`src/rtl/snitch_hwloop_pkg.sv`:
```
// Shared opcodes, sequencer states and constants for the
// hardware-loop setup path.
package snitch_hwloop_pkg;

    typedef enum logic [1:0] {
        OP_START = 2'd0,
        OP_END   = 2'd1,
        OP_COUNT = 2'd2,
        OP_SETUP = 2'd3
    } hwloop_op_e;

    typedef enum logic [1:0] {
        IDLE     = 2'd0,
        WR_START = 2'd1,
        WR_END   = 2'd2,
        WR_CNT   = 2'd3
    } hwloop_state_e;

    localparam logic [31:0] HWLOOP_INSN_BYTES = 32'd4;

endpackage

```
`src/rtl/snitch_hwloop_shadow_cnt.sv`:
```
// Per-loop shadow iteration counters; a load beats a decrement and
// decrements saturate at zero.
module snitch_hwloop_shadow_cnt #(
    parameter int unsigned N_HW_LOOPS = 2,
    parameter int unsigned N_REG_BITS = $clog2(N_HW_LOOPS)
) (
    input  logic                  clk_i,
    input  logic                  rst_ni,
    input  logic                  i_load,
    input  logic [N_REG_BITS-1:0] i_regid,
    input  logic [31:0]           i_data,
    input  logic [N_HW_LOOPS-1:0] i_dec,
    output logic [N_HW_LOOPS-1:0] o_active
);

    logic [31:0] r_cnt [N_HW_LOOPS];

    for (genvar l = 0; l < N_HW_LOOPS; l++) begin : g_loop
        logic w_hit;

        assign w_hit = i_load && (i_regid == N_REG_BITS'(l));

        always_ff @(posedge clk_i or negedge rst_ni) begin
            if (!rst_ni) begin
                r_cnt[l] <= '0;
            end else if (w_hit) begin
                r_cnt[l] <= i_data;
            end else if (i_dec[l] && (r_cnt[l] != '0)) begin
                r_cnt[l] <= r_cnt[l] - 32'd1;
            end
        end

        assign o_active[l] = (r_cnt[l] != '0);
    end

endmodule

```
`src/rtl/snitch_hwloop_setup_ctrl.sv`:
```
// Hardware-loop setup sequencer: turns decoder commands into ordered
// start/end/count writes to the loop register unit.
module snitch_hwloop_setup_ctrl
    import snitch_hwloop_pkg::*;
#(
    parameter int unsigned N_HW_LOOPS = 2,
    parameter int unsigned N_REG_BITS = $clog2(N_HW_LOOPS)
) (
    input  logic                  clk_i,
    input  logic                  rst_ni,
    input  logic                  req_valid_i,
    output logic                  req_ready_o,
    input  logic [1:0]            req_op_i,
    input  logic [N_REG_BITS-1:0] req_regid_i,
    input  logic [31:0]           req_pc_i,
    input  logic [31:0]           req_imm_i,
    input  logic [31:0]           req_cnt_i,
    input  logic                  flush_i,
    output logic [N_REG_BITS-1:0] hwloop_regid_o,
    output logic [31:0]           hwloop_start_address_o,
    output logic [31:0]           hwloop_end_address_o,
    output logic [31:0]           hwloop_cnt_data_o,
    output logic                  hwloop_we_start_o,
    output logic                  hwloop_we_end_o,
    output logic                  hwloop_we_count_o,
    input  logic [N_HW_LOOPS-1:0] hwloop_dec_i,
    output logic [N_HW_LOOPS-1:0] loop_active_o,
    output logic                  busy_o
);

    hwloop_state_e         r_state;
    hwloop_state_e         w_state_nxt;
    hwloop_op_e            r_op;
    hwloop_op_e            w_op;
    logic [N_REG_BITS-1:0] r_regid;
    logic [31:0]           r_start;
    logic [31:0]           r_end;
    logic [31:0]           r_cnt;
    logic [31:0]           w_target;
    logic                  w_accept;

    assign w_op     = hwloop_op_e'(req_op_i);
    assign w_target = req_pc_i + req_imm_i;
    assign w_accept = req_valid_i && (r_state == IDLE) && !flush_i;

    always_comb begin
        w_state_nxt       = r_state;
        req_ready_o       = 1'b0;
        hwloop_we_start_o = 1'b0;
        hwloop_we_end_o   = 1'b0;
        hwloop_we_count_o = 1'b0;
        unique case (r_state)
            IDLE: begin
                req_ready_o = 1'b1;
                if (w_accept) begin
                    case (w_op)
                        OP_END:   w_state_nxt = WR_END;
                        OP_COUNT: w_state_nxt = WR_CNT;
                        default:  w_state_nxt = WR_START;
                    endcase
                end
            end
            WR_START: begin
                hwloop_we_start_o = 1'b1;
                w_state_nxt = (r_op == OP_SETUP) ? WR_END : IDLE;
            end
            WR_END: begin
                hwloop_we_end_o = 1'b1;
                w_state_nxt = (r_op == OP_END) ? IDLE : WR_CNT;
            end
            WR_CNT: begin
                hwloop_we_count_o = 1'b1;
                w_state_nxt = IDLE;
            end
            default: w_state_nxt = IDLE;
        endcase
        // An enable decoded this cycle still goes out; only later ones die.
        if (flush_i) w_state_nxt = IDLE;
    end

    always_ff @(posedge clk_i or negedge rst_ni) begin
        if (!rst_ni) r_state <= IDLE;
        else         r_state <= w_state_nxt;
    end

    always_ff @(posedge clk_i or negedge rst_ni) begin
        if (!rst_ni) begin
            r_op    <= OP_START;
            r_regid <= '0;
            r_start <= '0;
            r_end   <= '0;
            r_cnt   <= '0;
        end else if (w_accept) begin
            r_op    <= w_op;
            r_regid <= req_regid_i;
            unique case (w_op)
                OP_START: r_start <= w_target;
                OP_END:   r_end   <= w_target;
                OP_COUNT: r_cnt   <= req_cnt_i;
                OP_SETUP: begin
                    r_start <= req_pc_i + HWLOOP_INSN_BYTES;
                    r_end   <= w_target;
                    r_cnt   <= req_cnt_i;
                end
                default: ;
            endcase
        end
    end

    assign hwloop_regid_o         = r_regid;
    assign hwloop_start_address_o = r_start;
    assign hwloop_end_address_o   = r_end;
    assign hwloop_cnt_data_o      = r_cnt;
    assign busy_o                 = !req_ready_o;

    snitch_hwloop_shadow_cnt #(
        .N_HW_LOOPS (N_HW_LOOPS),
        .N_REG_BITS (N_REG_BITS)
    ) i_shadow (
        .clk_i    (clk_i),
        .rst_ni   (rst_ni),
        .i_load   (hwloop_we_count_o),
        .i_regid  (r_regid),
        .i_data   (r_cnt),
        .i_dec    (hwloop_dec_i),
        .o_active (loop_active_o)
    );

endmodule

```
`config.mk`:
```
export PLATFORM = sky130hd
export DESIGN_NAME = snitch_hwloop_setup_ctrl
export DESIGN_NICKNAME = d
export VERILOG_FILES = /design/src/rtl/snitch_hwloop_pkg.sv /design/src/rtl/snitch_hwloop_shadow_cnt.sv /design/src/rtl/snitch_hwloop_setup_ctrl.sv
export SDC_FILE = /design/constraint.sdc
export NUM_CORES = 1
export LEC_CHECK = 0
export CAP_MARGIN = 0
export CORE_ASPECT_RATIO = 0.5
export CORE_MARGIN = 2
export CORE_UTILIZATION = 50
export CTS_CLUSTER_DIAMETER = 80
export DETAILED_ROUTE_END_ITERATION = 7
export PLACE_DENSITY = 0.8
export SYNTH_ARGS = -nofsm -noshare
export SYNTH_HDL_FRONTEND = slang
export SYNTH_SLANG_ARGS = --single-unit
export TNS_END_PERCENT = 10
```
`constraint.sdc`:
```
create_clock -name clk_i -period 5.22 [get_ports clk_i]
set_clock_uncertainty 0.2 [all_clocks]
set_input_delay 1.044 -clock clk_i [delete_from_list [all_inputs] [get_ports clk_i]]
set_output_delay 1.044 -clock clk_i [all_outputs]
set_load 0.05 [all_outputs]
```
* Yosys cells after proc, flatten, opt, wreduce, memory -nomap -nowiden
Index checks and enable logic that the tools add are counted.
W data, S select, Z words.
** Word-level totals
- Register bits after elaboration :: 165
- Bits in latches :: 0
- Bits in writable memories :: 0
- ROM bits :: 0
- Word-level logic and storage cells :: 57
- Memories :: 0
** Operators by class
- Add/subtract/negate cells :: 4
- Multipliers :: 0
- Divide/modulo/power cells :: 0
- Order comparisons :: 0
- Eq/ne operators :: 9
- Shift-type cells :: 0
- Multiplexer cells :: 15
- Bitwise operators :: 1
- Reductions and logical operators :: 20
** Operators with widths (number)
- $mux W32 :: 4
- $pmux W32 S2 :: 1
- $reduce_bool A32 Y1 :: 2
- $sub A32 B1 Y32 const B :: 2
- $add A32 B3 Y32 const B :: 1
- $add A32 B32 Y32 :: 1
- $eq A2 B2 Y1 const B :: 5
- $mux W2 :: 4
- $pmux W2 S4 :: 1
- $eq A2 B1 Y1 const B :: 3
- $logic_and A1 B1 Y1 :: 6
- $reduce_and A2 Y1 :: 3
- $reduce_bool A2 Y1 :: 3
- $logic_not A2 Y1 :: 2
- $mux W1 :: 4
- $pmux W2 S2 :: 1
- $reduce_or A2 Y1 :: 2
- $ne A3 B3 Y1 const B :: 1
- $logic_not A1 Y1 :: 2
- $not A1 Y1 :: 1

* Longest topological paths before layout
- Word-level depth :: 6
- Mapped depth :: 9
- Depth with buffers taken out :: 9

* Modules after synthesis
Synthesis repeated with hierarchy kept, for this count alone.
** Unflattened totals
- Cell total of the unflattened synthesis :: 1158
- Area, all modules :: 10523.8 um^2
** By module, submodules not included
- snitch_hwloop_setup_ctrl :: times used 1, cells an instance 670, area each 6451.2 um^2
- snitch_hwloop_shadow_cnt :: times used 1, cells an instance 488, area each 4072.7 um^2

* Worst setup path before layout
No wires, ideal clock.
- Kind :: in2reg
- From :: input req_pc_i[10]
- To :: register r_start[25] (netlist: hwloop_start_address_o[25])
- Data arrival time :: 3.109 ns
- Path slack :: 1.789 ns
- Stages :: 9
- Cell sequence :: ha_1 > clkbuf_1 > a21oi_1 > o21ai_0 > or3_1 > or3_1 > nand3_1 > or3b_2 > o221a_2
** Between the ends
- Word-level cells in the longest chain between the ends :: 2
- Elaborated cells between the ends (all ways) :: 3
** Ends and longest elaborated chain
- from (decl) :: line snitch_hwloop_setup_ctrl.sv:15 : input logic [31:0] req_pc_i,
- $add A32 B3 Y32 / $add A32 B32 Y32 (equally long branches) :: line snitch_hwloop_setup_ctrl.sv:101, snitch_hwloop_setup_ctrl.sv:43
- $pmux W32 S2 * :: line snitch_hwloop_setup_ctrl.sv:96 : unique case (w_op)
- to (signal assigned) :: line snitch_hwloop_setup_ctrl.sv:97 : OP_START: r_start <= w_target;
- to (signal assigned) :: line snitch_hwloop_setup_ctrl.sv:101 : r_start <= req_pc_i + HWLOOP_INSN_BYTES;
- to (decl) :: line snitch_hwloop_setup_ctrl.sv:36 : logic [31:0] r_start;
Mark *: on every way between the ends. The rest lies on a longest branch, timed or not.
A chain may end at the register's enable or synchronous reset.

* Final worst setup path
- From :: register i_shadow.r_cnt[56] (netlist bit)
- To :: output loop_active_o[0]
** Between the ends
- Word-level cells in the longest chain between the ends :: 1
** Ends and longest elaborated chain
- from (decl) :: line snitch_hwloop_shadow_cnt.sv:16 : logic [31:0] r_cnt [N_HW_LOOPS];
- from (signal, indexed assignment) :: line snitch_hwloop_shadow_cnt.sv:27 : r_cnt[l] <= i_data;
- from (signal, indexed assignment) :: line snitch_hwloop_shadow_cnt.sv:29 : r_cnt[l] <= r_cnt[l] - 32'd1;
- $reduce_bool A32 Y1 :: line snitch_hwloop_shadow_cnt.sv:33 : assign o_active[l] = (r_cnt[l] != '0);
- to (decl) :: line snitch_hwloop_setup_ctrl.sv:27 : output logic [N_HW_LOOPS-1:0] loop_active_o,
No other way between the ends.

==> results_dict.tcl <==
set metrics [dict create \
    status "finished clean" \
    critPathBufInv 1 \
    rsz0062_at_grt "false" \
    ys_types 72 \
    hp-class "reg -> reg" \
    critical_path.startpoint_type "flop" \
    cts_resized 0 \
    die_x_um 206 \
    wirelength_mm 31.1 \
    seqCellArea_um2 4130 \
    dp_hpwl_mm 23.3 \
    p_switching_w 0.00288 \
    grt_max_degree 109 \
    nFillCells 1556 \
    postCtsHoldBufs 0 \
    crit_chain "or3_4 > or4_4 > nor4b_4 > nand2_1 > clkdlybuf4s50_1" \
    root_buffer "clkbuf_16" \
    grt_pass1_vias 9179 \
    ir_worst_vdd_mv 0.280 \
    synth_top_area_cell "dfrtp_1" \
    drtIter0Drc 707 \
    area_growth_pct 29.2 \
    grt_pass1_wl_mm 49.6 \
    relSlewSlack_pct 28.0 \
    clkLatencyLatePin_ns 0.45 \
    max_freq_ghz 0.227 \
    core-area_um2 19700 \
    worstPathRequired_ns 3.98 \
    slowest_stage "clkdlybuf4s50_1" \
    drive_gt1_share_pct 8.35 \
    ys.flop_type "dfrtp_1" \
    ant_nets 0 \
    combPwrFrac_pct 44.0 \
    synth_warnings 0 \
    vias 9325 \
    maxCapViolCount 0 \
    synth-edff-count 0 \
    multi_input_area_um2 5800 \
    finalSetupViolations 0 \
    critPathCaptureType "primary output" \
    netlist_area_um2 10200 \
    crit_fanout 9 \
    path_class "reg -> out" \
    io_pins 209 \
    slowest_delay_ns 0.72 \
    drc 0 \
    final_common_cell "clkdlybuf4s50_1" \
    syn_nets 1286 \
    die_h_um 105 \
    place_area_um2 12500 \
    finalHoldViolations 0 \
    grt_usage_pct 29.6 \
    clkPwrFrac_pct 21.4 \
    cellInternalPower_w 0.00370 \
    power_frac_seq_pct 34.7 \
    drv_slew 0 \
    place.port_buffers 208 \
    antenna_found_initial 0 \
    cp.arrival_ns 3.17 \
    fin_area_um2 13100 \
    switching_share_pct 43.8 \
    cts_num_sinks 165 \
    clock_path_buffers 2 \
    first_pass_iters 7 \
    vias_per_cell 5.80 \
    die_area_um2 21500 \
    ys_seq_elements 165 \
    tightest_slew_ns 1.08 \
    syn_avg_cell_area_um2 8.91 \
    nets 1475 \
    num_rows 36 \
    synthArstFlopShare_pct 100 \
    powerDensity_nw_per_um2 502 \
    routedWlPerCell_um 19.4 \
    synthCells 1140 \
    leakage_nw 5.12 \
    synth.area.top_cells "dfrtp_1 (41%), nand2_1 (7.2%), o21ai_0 (5.7%), mux2_2 (5.0%), ha_1 (4.9%)" \
    critPathTopFamily "simple AND/OR/NAND/NOR gates" \
    cts_inserted_buffers 17 \
    start_util_pct 51.6 \
    path_clk_slew_ns 0.07 \
    grt_overflow 0 \
    fin_setup_tns_ns 0 \
    layout_common_cells "clkdlybuf4s50_1 (207), nand2_1 (195), dfrtp_1 (165), o21ai_0 (114), nor2_1 (79)" \
    ys_seq_area_share_pct 40.7 \
    n_antenna_cell 0 \
    fin_crit_sh_pct 84.6 \
    h-tree-depth 4 \
    finalCriticalPeriod_ns 4.41 \
    cts_tree "done" \
    cts_setup_buffers 0 \
    synth_top_area_share_pct 40.7 \
    gp_congestion 0.976 \
]
## metal layers
| layer | wire length (um) | global-route usage [%] | vias to the layer above |
|---|---|---|---|
| met1 | 14000 | 40.9 | 4519 |
| met3 | 1800 | 4.90 | 50 |
| li1 | - | - | 4412 |
| met2 | 14700 | 48.0 | 344 |
| met5 | 0 | 0 | - |
| met4 | 603 | 8.58 | 0 |
## final cells by class
cell class                      instances  area share, %
Timing Repair Buffer                  218           16.4
Clock buffer                           17           3.24
Multi-Input combinational cell        912           44.2
Inverter                               15          0.429
Sequential cell                       165           31.5
Tap cell                              266           2.54
Clock inverter                         15           1.68
## sequential cells by signal (all words and copies together), names as in the netlist
register                count
hwloop_cnt_data_o          32
hwloop_regid_o              1
hwloop_end_address_o       32
i_shadow.r_cnt             64
r_state                     2
r_op                        2
hwloop_start_address_o     32
## metrics by stage
step	util (%)	cells	power [W]	hold slack (ns)	worst slack, ns
finish	66.7	1608	0.00658	0.273	0.806
global route	66.7	1608	0.00689	0.305	0.644
CTS	66.7	1608	0.00659	0.281	0.782
detailed placement	63.4	1576	0.00517	0.264	0.956
global placement	63.4	1576	0.00510	0.252	1.02
floorplan	-	1140	0.00408	0.298	1.79
## cell families after synthesis
logic type / synth area share [%]
adders and majority gates: 5.13
DFF: 40.7
muxes: 6.17
and+or+nand+nor: 22.0
AOI/OAI and AO/OA: 14.9
buffers and inverters: 2.41
xor gates and xnor gates: 8.71
## Yosys cell counts (all sizes together), types with 6 or more instances
cell type  count
and4           6
or3           24
mux2i         12
or4            8
o21a          13
nor3          36
o31ai          6
inv           15
ha            40
nor4           6
nand2        195
and2           8
and3           8
o21ai        123
clkbuf        40
nand2b         9
nand4         20
nand3         38
a21o          11
dfrtp        165
nor2          79
xnor2         53
o211ai         8
a21oi         45
mux2          45
buf            8
xor2          48
## path summary, 6_finish.rpt
kind                                            from                         end  slack [ns]  cells past startpoint
max                               i_shadow.r_cnt[56]            loop_active_o[0]        0.81                      5
min                        hwloop_start_address_o[9]   hwloop_start_address_o[9]        0.27                      2
max reg2reg                               r_state[1]  hwloop_start_address_o[25]        2.13                      8
min reg2reg                hwloop_start_address_o[9]   hwloop_start_address_o[9]        0.27                      2
max in group asynchronous                     rst_ni    hwloop_end_address_o[18]        3.24                      2
min in group asynchronous                     rst_ni   hwloop_start_address_o[9]        0.52                      1
## worst register-to-register path, delay by kind of cell (launching register included)
kind | cells | cell delay [ns]
simple gates | 5 | 1.77
flops | 1 | 0.44
buf+inv | 1 | 0.31
compound gates | 2 | 0.25
## power by group through the flow
stage	combinational, W	sequential [W]	clock (W)
global route	0.00307	0.00235	0.00148
finish	0.00289	0.00228	0.00141
floorplan	0.000945	0.00314	0
CTS	0.00290	0.00228	0.00141
global placement	0.00284	0.00226	0
detailed placement	0.00288	0.00229	0
Power figures use the tool's default switching activity.
